--- src/rtl/qsfa_chan_sched_pkg.sv ---
// Shared types and constants for the QSFA per-channel scheduler.
package qsfa_chan_sched_pkg;

    typedef enum logic [2:0] {
        StInit = 3'd0,
        StIdle = 3'd1,
        StRd   = 3'd2,
        StLoad = 3'd3,
        StCalc = 3'd4,
        StWb   = 3'd5
    } sched_state_e;

    localparam logic [12:0] QSFA_YU_RST      = 13'd544;
    localparam logic [18:0] QSFA_YL_RST      = 19'd34816;
    // RD + LOAD + WB cycles spent on each channel besides CALC.
    localparam int unsigned QSFA_CH_OVERHEAD = 3;
    localparam int unsigned QSFA_CALC_CNT_W  = 4;

endpackage

--- src/rtl/qsfa_chan_sched_if.sv ---
// Scheduler <-> state RAM / datapath signal bundle.
// Overrun counter signals exist only with QSFA_SCHED_OVERRUN_CNT_EN defined.
interface qsfa_chan_sched_if #(
    parameter int unsigned CH_W = 5
);
    logic            frame_sync;
    logic [CH_W-1:0] ch_addr;
    logic            mem_rd_en;
    logic            ld_strb;
    logic            mem_wr_en;
    logic            wr_init;
    logic            dly_strb;
    logic            busy;
    logic            init_done;
    logic            frame_done;
    logic            overrun;
`ifdef QSFA_SCHED_OVERRUN_CNT_EN
    logic            ovr_clr;
    logic [7:0]      ovr_cnt;

    modport master (
        input  frame_sync, ovr_clr,
        output ch_addr, mem_rd_en, ld_strb, mem_wr_en, wr_init, dly_strb,
               busy, init_done, frame_done, overrun, ovr_cnt
    );
    modport slave (
        output frame_sync, ovr_clr,
        input  ch_addr, mem_rd_en, ld_strb, mem_wr_en, wr_init, dly_strb,
               busy, init_done, frame_done, overrun, ovr_cnt
    );
`else
    modport master (
        input  frame_sync,
        output ch_addr, mem_rd_en, ld_strb, mem_wr_en, wr_init, dly_strb,
               busy, init_done, frame_done, overrun
    );
    modport slave (
        output frame_sync,
        input  ch_addr, mem_rd_en, ld_strb, mem_wr_en, wr_init, dly_strb,
               busy, init_done, frame_done, overrun
    );
`endif
endinterface

--- src/rtl/qsfa_sched_calc_cnt.sv ---
// Loadable down-counter timing the CALC phase; tc flags a count of zero.
module qsfa_sched_calc_cnt #(
    parameter int unsigned W = 4
) (
    input  logic         clk,
    input  logic         reset,
    input  logic         load,
    input  logic         dec,
    input  logic [W-1:0] load_val,
    output logic [W-1:0] cnt,
    output logic         tc
);
    logic [W-1:0] cnt_q, cnt_d;

    always_comb begin
        cnt_d = cnt_q;
        if (load) begin
            cnt_d = load_val;
        end else if (dec && cnt_q != '0) begin
            cnt_d = cnt_q - 1'b1;
        end
    end

    always_ff @(posedge clk or negedge reset) begin
        if (!reset) begin
            cnt_q <= '0;
        end else begin
            cnt_q <= cnt_d;
        end
    end

    assign cnt = cnt_q;
    assign tc  = (cnt_q == '0);
endmodule

--- src/rtl/qsfa_chan_sched.sv ---
// Time-shares one QSFA adaptation datapath across NUM_CH channels per frame_sync.
// Optional saturating overrun counter: define QSFA_SCHED_OVERRUN_CNT_EN.
module qsfa_chan_sched
    import qsfa_chan_sched_pkg::*;
#(
    parameter int unsigned NUM_CH      = 32,
    parameter int unsigned CH_W        = 5,
    parameter int unsigned CALC_CYCLES = 4
) (
    input logic               clk,
    input logic               reset,
    qsfa_chan_sched_if.master bus
);
    localparam logic [CH_W-1:0]            LAST_CH = CH_W'(NUM_CH - 1);
    localparam logic [QSFA_CALC_CNT_W-1:0] CALC_LD = QSFA_CALC_CNT_W'(CALC_CYCLES - 1);

    sched_state_e state_q, state_d;
    logic [CH_W-1:0] ch_q, ch_d;
    logic mem_rd_en_q, ld_strb_q, mem_wr_en_q, wr_init_q, dly_strb_q;
    logic busy_q, init_done_q, frame_done_q, overrun_q;
    logic init_done_d;
    logic cnt_load, cnt_dec, cnt_tc;
    logic [QSFA_CALC_CNT_W-1:0] cnt_val;

    qsfa_sched_calc_cnt #(
        .W(QSFA_CALC_CNT_W)
    ) u_calc_cnt (
        .clk     (clk),
        .reset   (reset),
        .load    (cnt_load),
        .dec     (cnt_dec),
        .load_val(CALC_LD),
        .cnt     (cnt_val),
        .tc      (cnt_tc)
    );

    always_comb begin
        state_d     = state_q;
        ch_d        = ch_q;
        init_done_d = init_done_q;
        cnt_load    = 1'b0;
        cnt_dec     = 1'b0;
        unique case (state_q)
            // First INIT cycle after reset only arms the write; mem_wr_en_q marks a live write.
            StInit: begin
                if (mem_wr_en_q && ch_q == LAST_CH) begin
                    state_d     = StIdle;
                    ch_d        = '0;
                    init_done_d = 1'b1;
                end else if (mem_wr_en_q) begin
                    ch_d = ch_q + 1'b1;
                end
            end
            StIdle: begin
                if (bus.frame_sync) begin
                    state_d = StRd;
                    ch_d    = '0;
                end
            end
            StRd:   state_d = StLoad;
            StLoad: begin
                state_d  = StCalc;
                cnt_load = 1'b1;
            end
            StCalc: begin
                if (cnt_tc) begin
                    state_d = StWb;
                end else begin
                    cnt_dec = 1'b1;
                end
            end
            StWb: begin
                if (ch_q == LAST_CH) begin
                    state_d = StIdle;
                    ch_d    = '0;
                end else begin
                    state_d = StRd;
                    ch_d    = ch_q + 1'b1;
                end
            end
            default: state_d = StInit;
        endcase
    end

    always_ff @(posedge clk or negedge reset) begin
        if (!reset) begin
            state_q      <= StInit;
            ch_q         <= '0;
            mem_rd_en_q  <= 1'b0;
            ld_strb_q    <= 1'b0;
            mem_wr_en_q  <= 1'b0;
            wr_init_q    <= 1'b0;
            dly_strb_q   <= 1'b0;
            busy_q       <= 1'b1;
            init_done_q  <= 1'b0;
            frame_done_q <= 1'b0;
            overrun_q    <= 1'b0;
        end else begin
            state_q      <= state_d;
            ch_q         <= ch_d;
            mem_rd_en_q  <= (state_d == StRd);
            ld_strb_q    <= (state_d == StLoad);
            mem_wr_en_q  <= (state_d == StWb) || (state_d == StInit);
            wr_init_q    <= (state_d == StInit);
            dly_strb_q   <= (state_d == StWb);
            busy_q       <= (state_d != StIdle);
            init_done_q  <= init_done_d;
            frame_done_q <= (state_q == StWb) && (ch_q == LAST_CH);
            overrun_q    <= bus.frame_sync && (state_q != StIdle);
        end
    end

    assign bus.ch_addr    = ch_q;
    assign bus.mem_rd_en  = mem_rd_en_q;
    assign bus.ld_strb    = ld_strb_q;
    assign bus.mem_wr_en  = mem_wr_en_q;
    assign bus.wr_init    = wr_init_q;
    assign bus.dly_strb   = dly_strb_q;
    assign bus.busy       = busy_q;
    assign bus.init_done  = init_done_q;
    assign bus.frame_done = frame_done_q;
    assign bus.overrun    = overrun_q;

`ifdef QSFA_SCHED_OVERRUN_CNT_EN
    logic [7:0] ovr_cnt_q, ovr_cnt_d;

    // Clear takes priority over a coincident overrun pulse.
    always_comb begin
        ovr_cnt_d = ovr_cnt_q;
        if (bus.ovr_clr) begin
            ovr_cnt_d = '0;
        end else if (overrun_q && ovr_cnt_q != 8'hff) begin
            ovr_cnt_d = ovr_cnt_q + 8'd1;
        end
    end

    always_ff @(posedge clk or negedge reset) begin
        if (!reset) begin
            ovr_cnt_q <= '0;
        end else begin
            ovr_cnt_q <= ovr_cnt_d;
        end
    end

    assign bus.ovr_cnt = ovr_cnt_q;
`endif

endmodule

--- src/flat_wrapper.sv ---
// flat-port wrapper written by rule: the top's interface ports become plain ports
module qsfa_chan_sched_flat import qsfa_chan_sched_pkg::*;
#(
    parameter int unsigned NUM_CH      = 32,
    parameter int unsigned CH_W        = 5,
    parameter int unsigned CALC_CYCLES = 4
)
  (clk, reset, bus_frame_sync, bus_ch_addr, bus_mem_rd_en, bus_ld_strb, bus_mem_wr_en, bus_wr_init, bus_dly_strb, bus_busy, bus_init_done, bus_frame_done, bus_overrun);
  qsfa_chan_sched_if #(.CH_W(CH_W)) bus_i ();
  input logic clk;
  input logic reset;
  input wire logic [$bits(bus_i.frame_sync)-1:0] bus_frame_sync;
  output wire logic [$bits(bus_i.ch_addr)-1:0] bus_ch_addr;
  output wire logic [$bits(bus_i.mem_rd_en)-1:0] bus_mem_rd_en;
  output wire logic [$bits(bus_i.ld_strb)-1:0] bus_ld_strb;
  output wire logic [$bits(bus_i.mem_wr_en)-1:0] bus_mem_wr_en;
  output wire logic [$bits(bus_i.wr_init)-1:0] bus_wr_init;
  output wire logic [$bits(bus_i.dly_strb)-1:0] bus_dly_strb;
  output wire logic [$bits(bus_i.busy)-1:0] bus_busy;
  output wire logic [$bits(bus_i.init_done)-1:0] bus_init_done;
  output wire logic [$bits(bus_i.frame_done)-1:0] bus_frame_done;
  output wire logic [$bits(bus_i.overrun)-1:0] bus_overrun;
  assign bus_i.frame_sync = bus_frame_sync;
  assign bus_ch_addr = bus_i.ch_addr;
  assign bus_mem_rd_en = bus_i.mem_rd_en;
  assign bus_ld_strb = bus_i.ld_strb;
  assign bus_mem_wr_en = bus_i.mem_wr_en;
  assign bus_wr_init = bus_i.wr_init;
  assign bus_dly_strb = bus_i.dly_strb;
  assign bus_busy = bus_i.busy;
  assign bus_init_done = bus_i.init_done;
  assign bus_frame_done = bus_i.frame_done;
  assign bus_overrun = bus_i.overrun;
  qsfa_chan_sched #(.NUM_CH(NUM_CH), .CH_W(CH_W), .CALC_CYCLES(CALC_CYCLES)) u_core (.clk(clk), .reset(reset), .bus(bus_i));
endmodule
--- config.mk ---
export PLATFORM = sky130hd
export DESIGN_NAME = qsfa_chan_sched_flat
export DESIGN_NICKNAME = d
export VERILOG_FILES = /design/src/rtl/qsfa_chan_sched_pkg.sv /design/src/rtl/qsfa_chan_sched_if.sv /design/src/rtl/qsfa_sched_calc_cnt.sv /design/src/rtl/qsfa_chan_sched.sv /design/src/flat_wrapper.sv
export SDC_FILE = /design/constraint.sdc
export NUM_CORES = 1
export LEC_CHECK = 0
export CAP_MARGIN = 30
export CORE_MARGIN = 1.5
export CORE_UTILIZATION = 50
export CTS_CLUSTER_SIZE = 20
export DETAILED_ROUTE_END_ITERATION = 6
export GPL_TIMING_DRIVEN = 0
export PLACE_DENSITY_LB_ADDON = 0.1
export RECOVER_POWER = 100
export SLEW_MARGIN = 15
export SYNTH_ARGS = -nofsm -noshare
export SYNTH_HDL_FRONTEND = slang
export SYNTH_SLANG_ARGS = --single-unit
--- constraint.sdc ---
create_clock -name clk -period 2 [get_ports clk]
set_clock_uncertainty 0.05 [all_clocks]
set_input_delay 0.4 -clock clk [delete_from_list [all_inputs] [get_ports clk]]
set_output_delay 0.4 -clock clk [all_outputs]
set_load 0.005 [all_outputs]
==> metrics.txt <==
Overflow after GRT=0; status=completed; final count of hold timing violations=0; Non-Filler Instances=146; Syn Nets=~100; area of the multi-input gates=482 um^2; total CTS buffers=3; pre-CTS setup slack=-0.0147 ns; CTS tree=yes; vias in the first global route=678; max-slew violation count=0; Synth area leader=dfrtp_1; Die W=48.1 um; largest net degree at the start of global routing=22; VDD IR-drop max=approximately 0.00085 V; count of different cell masters after synthesis=37; worst path bufs/invs=0; floorplan row count=16; clock transition at the registers of the reported paths=0.11 ns; r2r worst-path depth=7; global-route wire length before repair=about 2800 um; setup slack after layout=between 0.06 and 0.07 ns; Port Buf Inserts=16; Leakage Power=approximately 0.60 nW; most common cell in the netlist=dfrtp_1; vias post-DR=768; Pwr Density=1420 nW/um^2; crit path DAT=2.10 ns; Critical-path top delay cell=dfrtp_1; sequential fraction of the synthesis area=51.9%; Worst R2R Setup Slack=0.06 ns; syn_area_per_cell=10.5 um^2; Area contributors post-synth=dfrtp_1 (49%), nand2_1 (5.2%), ha_1 (4.9%), mux2i_1 (3.0%), dfstp_2 (2.6%); initial antenna violation count=0; Hold WC Path Type=in2async; CP Launch Type=flop; Max Cap Viol=0; CTS max path bufs=2; CP Launch Point=u_core.bus.ch_addr[1]$_DFFE_PN0P_; Core Area=1940 um^2; Worst path max stage delay=0.43 ns; Setup crit end kind=flop; DIE AREA=2310 um^2; htree depth=1; final worst-path cycle share=96.9%; CP Cell Sequence=ha_2 -> and3_4 -> ha_4 -> or2b_1 -> mux2i_2 -> nand2b_1 -> o311ai_2; Residual DRC=0; fillers=between 150 and 200; Sink Count=21; placed insts=140; die height=between 40 and 50 um; Starting Density=52.3%; Post-synth EDFFs=0; DR iter-0 viols=10; tightest hold margin=0.416 ns; root buffer cell=clkbuf_4; f_max=just over 500 MHz; Routed WL=1830 um; overall routing resource usage=17.6%; Ant. Diodes=0; RSZ-0062 raised after global routing=true; delay-heaviest family, CP=simple AND/OR/NAND/NOR gates; Crit Path Class=reg2reg; top-area cell type share of the netlist area=49.3%; final setup fails=0; RR Startpoint=u_core.bus.ch_addr[1]$_DFFE_PN0P_; Crit Path Max Fanout=4; crit path time final=1.94 ns; Worst-Skew Late Latency=0.31 ns; top post-synthesis cells by count=dfrtp_1 (20), nand2_1 (14), inv_1 (6); ys async rst share=100%; synthesized flop and latch total=21; RD Place Congestion=around 0.75; drt first pass iters=6; Seq. cell area=about 530 um^2; nets@finish=127; Final HPWL DP=1330 um; # IOs=17; Ys Warns=0; area grow syn2layout=26.1%; layout cells sized above 1=17.6%; wire per inst=12.5 um; Post-Syn Area=around 1000 um^2; Worst Max-Slew Pin Slew=between 0.6 and 0.7 ns; cts-stage hold buffer count=0; Antenna Nets Post-Route=0; slew margin rel.=59.4%; FF-to-FF End=u_core.bus.ch_addr[3]$_DFFE_PN0P_; DR vias/cell=5.26; Req. time, crit path=2.16 ns; synthesized instance count=between 90 and 100; most used flip-flop cell after synthesis=dfrtp_1
area by class of cell:
type,count,area share (%)
inverter,6,1.76
clock buffer,4,2.05
sequential,21,41.2
multi-input combinational,67,37.6
timing repair buffer,18,13.4
buffer,3,1.37
tap,27,2.64
through the flow:
stage / utilization (%) / power (W) / area (um^2) / setup TNS [ns]
3_3_place_gp: 62.2 / 0.00154 / 1210 / 0
3_5_place_dp: 62.2 / 0.00157 / 1210 / -0.0147
5_1_grt: 65.9 / 0.00197 / 1280 / -0.0214
4_1_cts: 64.2 / 0.00180 / 1250 / 0
6_report: 65.9 / 0.00182 / 1280 / 0
2_1_floorplan: - / 0.00126 / 1010 / 0
per-layer routing:
layer | part of all wire (%) | vias to the layer above | track usage (%)
met3 | 3.6 | 4 | 4.15
met2 | 49 | 14 | 28.5
li1 | - | 378 | -
met5 | 0 | - | 0
met1 | 46 | 372 | 22.9
met4 | 1.4 | 0 | 6.49
power by group:
| group | leakage, nW | switching, W | total [W] | internal (W) |
|---|---|---|---|---|
| registers | 0.261 | 0.0000973 | 0.000677 | 0.000580 |
| logic | 0.324 | 0.000459 | 0.000936 | 0.000476 |
| clock network | 0.0150 | 0.000125 | 0.000203 | 0.0000779 |
state kept, by name, indices dropped and copies added (netlist names):
register and flops:
u_core.bus.busy 1, u_core.u_calc_cnt.cnt 4, u_core.bus.ld_strb 1, u_core.bus.wr_init 1
u_core.bus.mem_wr_en 1, u_core.bus.frame_done 1, u_core.bus.mem_rd_en 1, u_core.bus.init_done 1
u_core.bus.dly_strb 1, u_core.bus.overrun 1, u_core.bus.ch_addr 5, u_core.state_q 3
cell usage in the layout, fill, tap and decap left out, types with 2 or more instances in the layout:
master,n
nand2b_1,3
a21oi_1,3
clkdlybuf4s50_1,15
clkbuf_1,2
inv_1,6
mux2i_1,2
buf_4,2
o21ai_0,3
and2_1,3
nand2_1,14
buf_2,2
ha_2,2
nand3_1,5
dfrtp_1,20
nor2_1,3
o21ai_1,2
clkbuf_4,3
worst max path at each step:
stage | to | slack [ns] | depth (start not counted)
final | u_core.bus.ch_addr[3]$_DFFE_PN0P_ | 0.06 | 7
after global routing | u_core.bus.ch_addr[3]$_DFFE_PN0P_ | -0.02 | 7
after CTS | u_core.bus.ch_addr[3]$_DFFE_PN0P_ | 0.03 | 7
after detailed placement | u_core.bus.ch_addr[3]$_DFFE_PN0P_ | -0.01 | 7
after global placement | u_core.bus.ch_addr[3]$_DFFE_PN0P_ | 0.01 | 7
after floorplan | u_core.bus.ch_addr[2]$_DFFE_PN0P_ | 0.16 | 7
kinds of logic after synthesis:
logic type / synth area share, %
and+or+nand+nor: 21.8
DFF: 51.9
AOI/OAI and AO/OA: 13.6
buffers and inverters: 3.95
adders and majority gates: 4.93
muxes: 2.96
xor gates and xnor gates: 0.863
worst reg2reg max path, cell delays in order (launching register included):
cell and delay [ns]:
dfrtp_1 0.43, ha_2 0.20, and3_4 0.16, ha_4 0.15
or2b_1 0.25, mux2i_2 0.21, nand2b_1 0.14, o311ai_2 0.26
repair_timing:
action / CTS / global route
pin swaps: 0 / 2
endpoints found under the hold margin: 0 / 0
endpoints found under the setup margin: 2 / 4
setup buffers: 1 / 0
resized for setup: 1 / 6
Power figures use the tool's default switching activity.
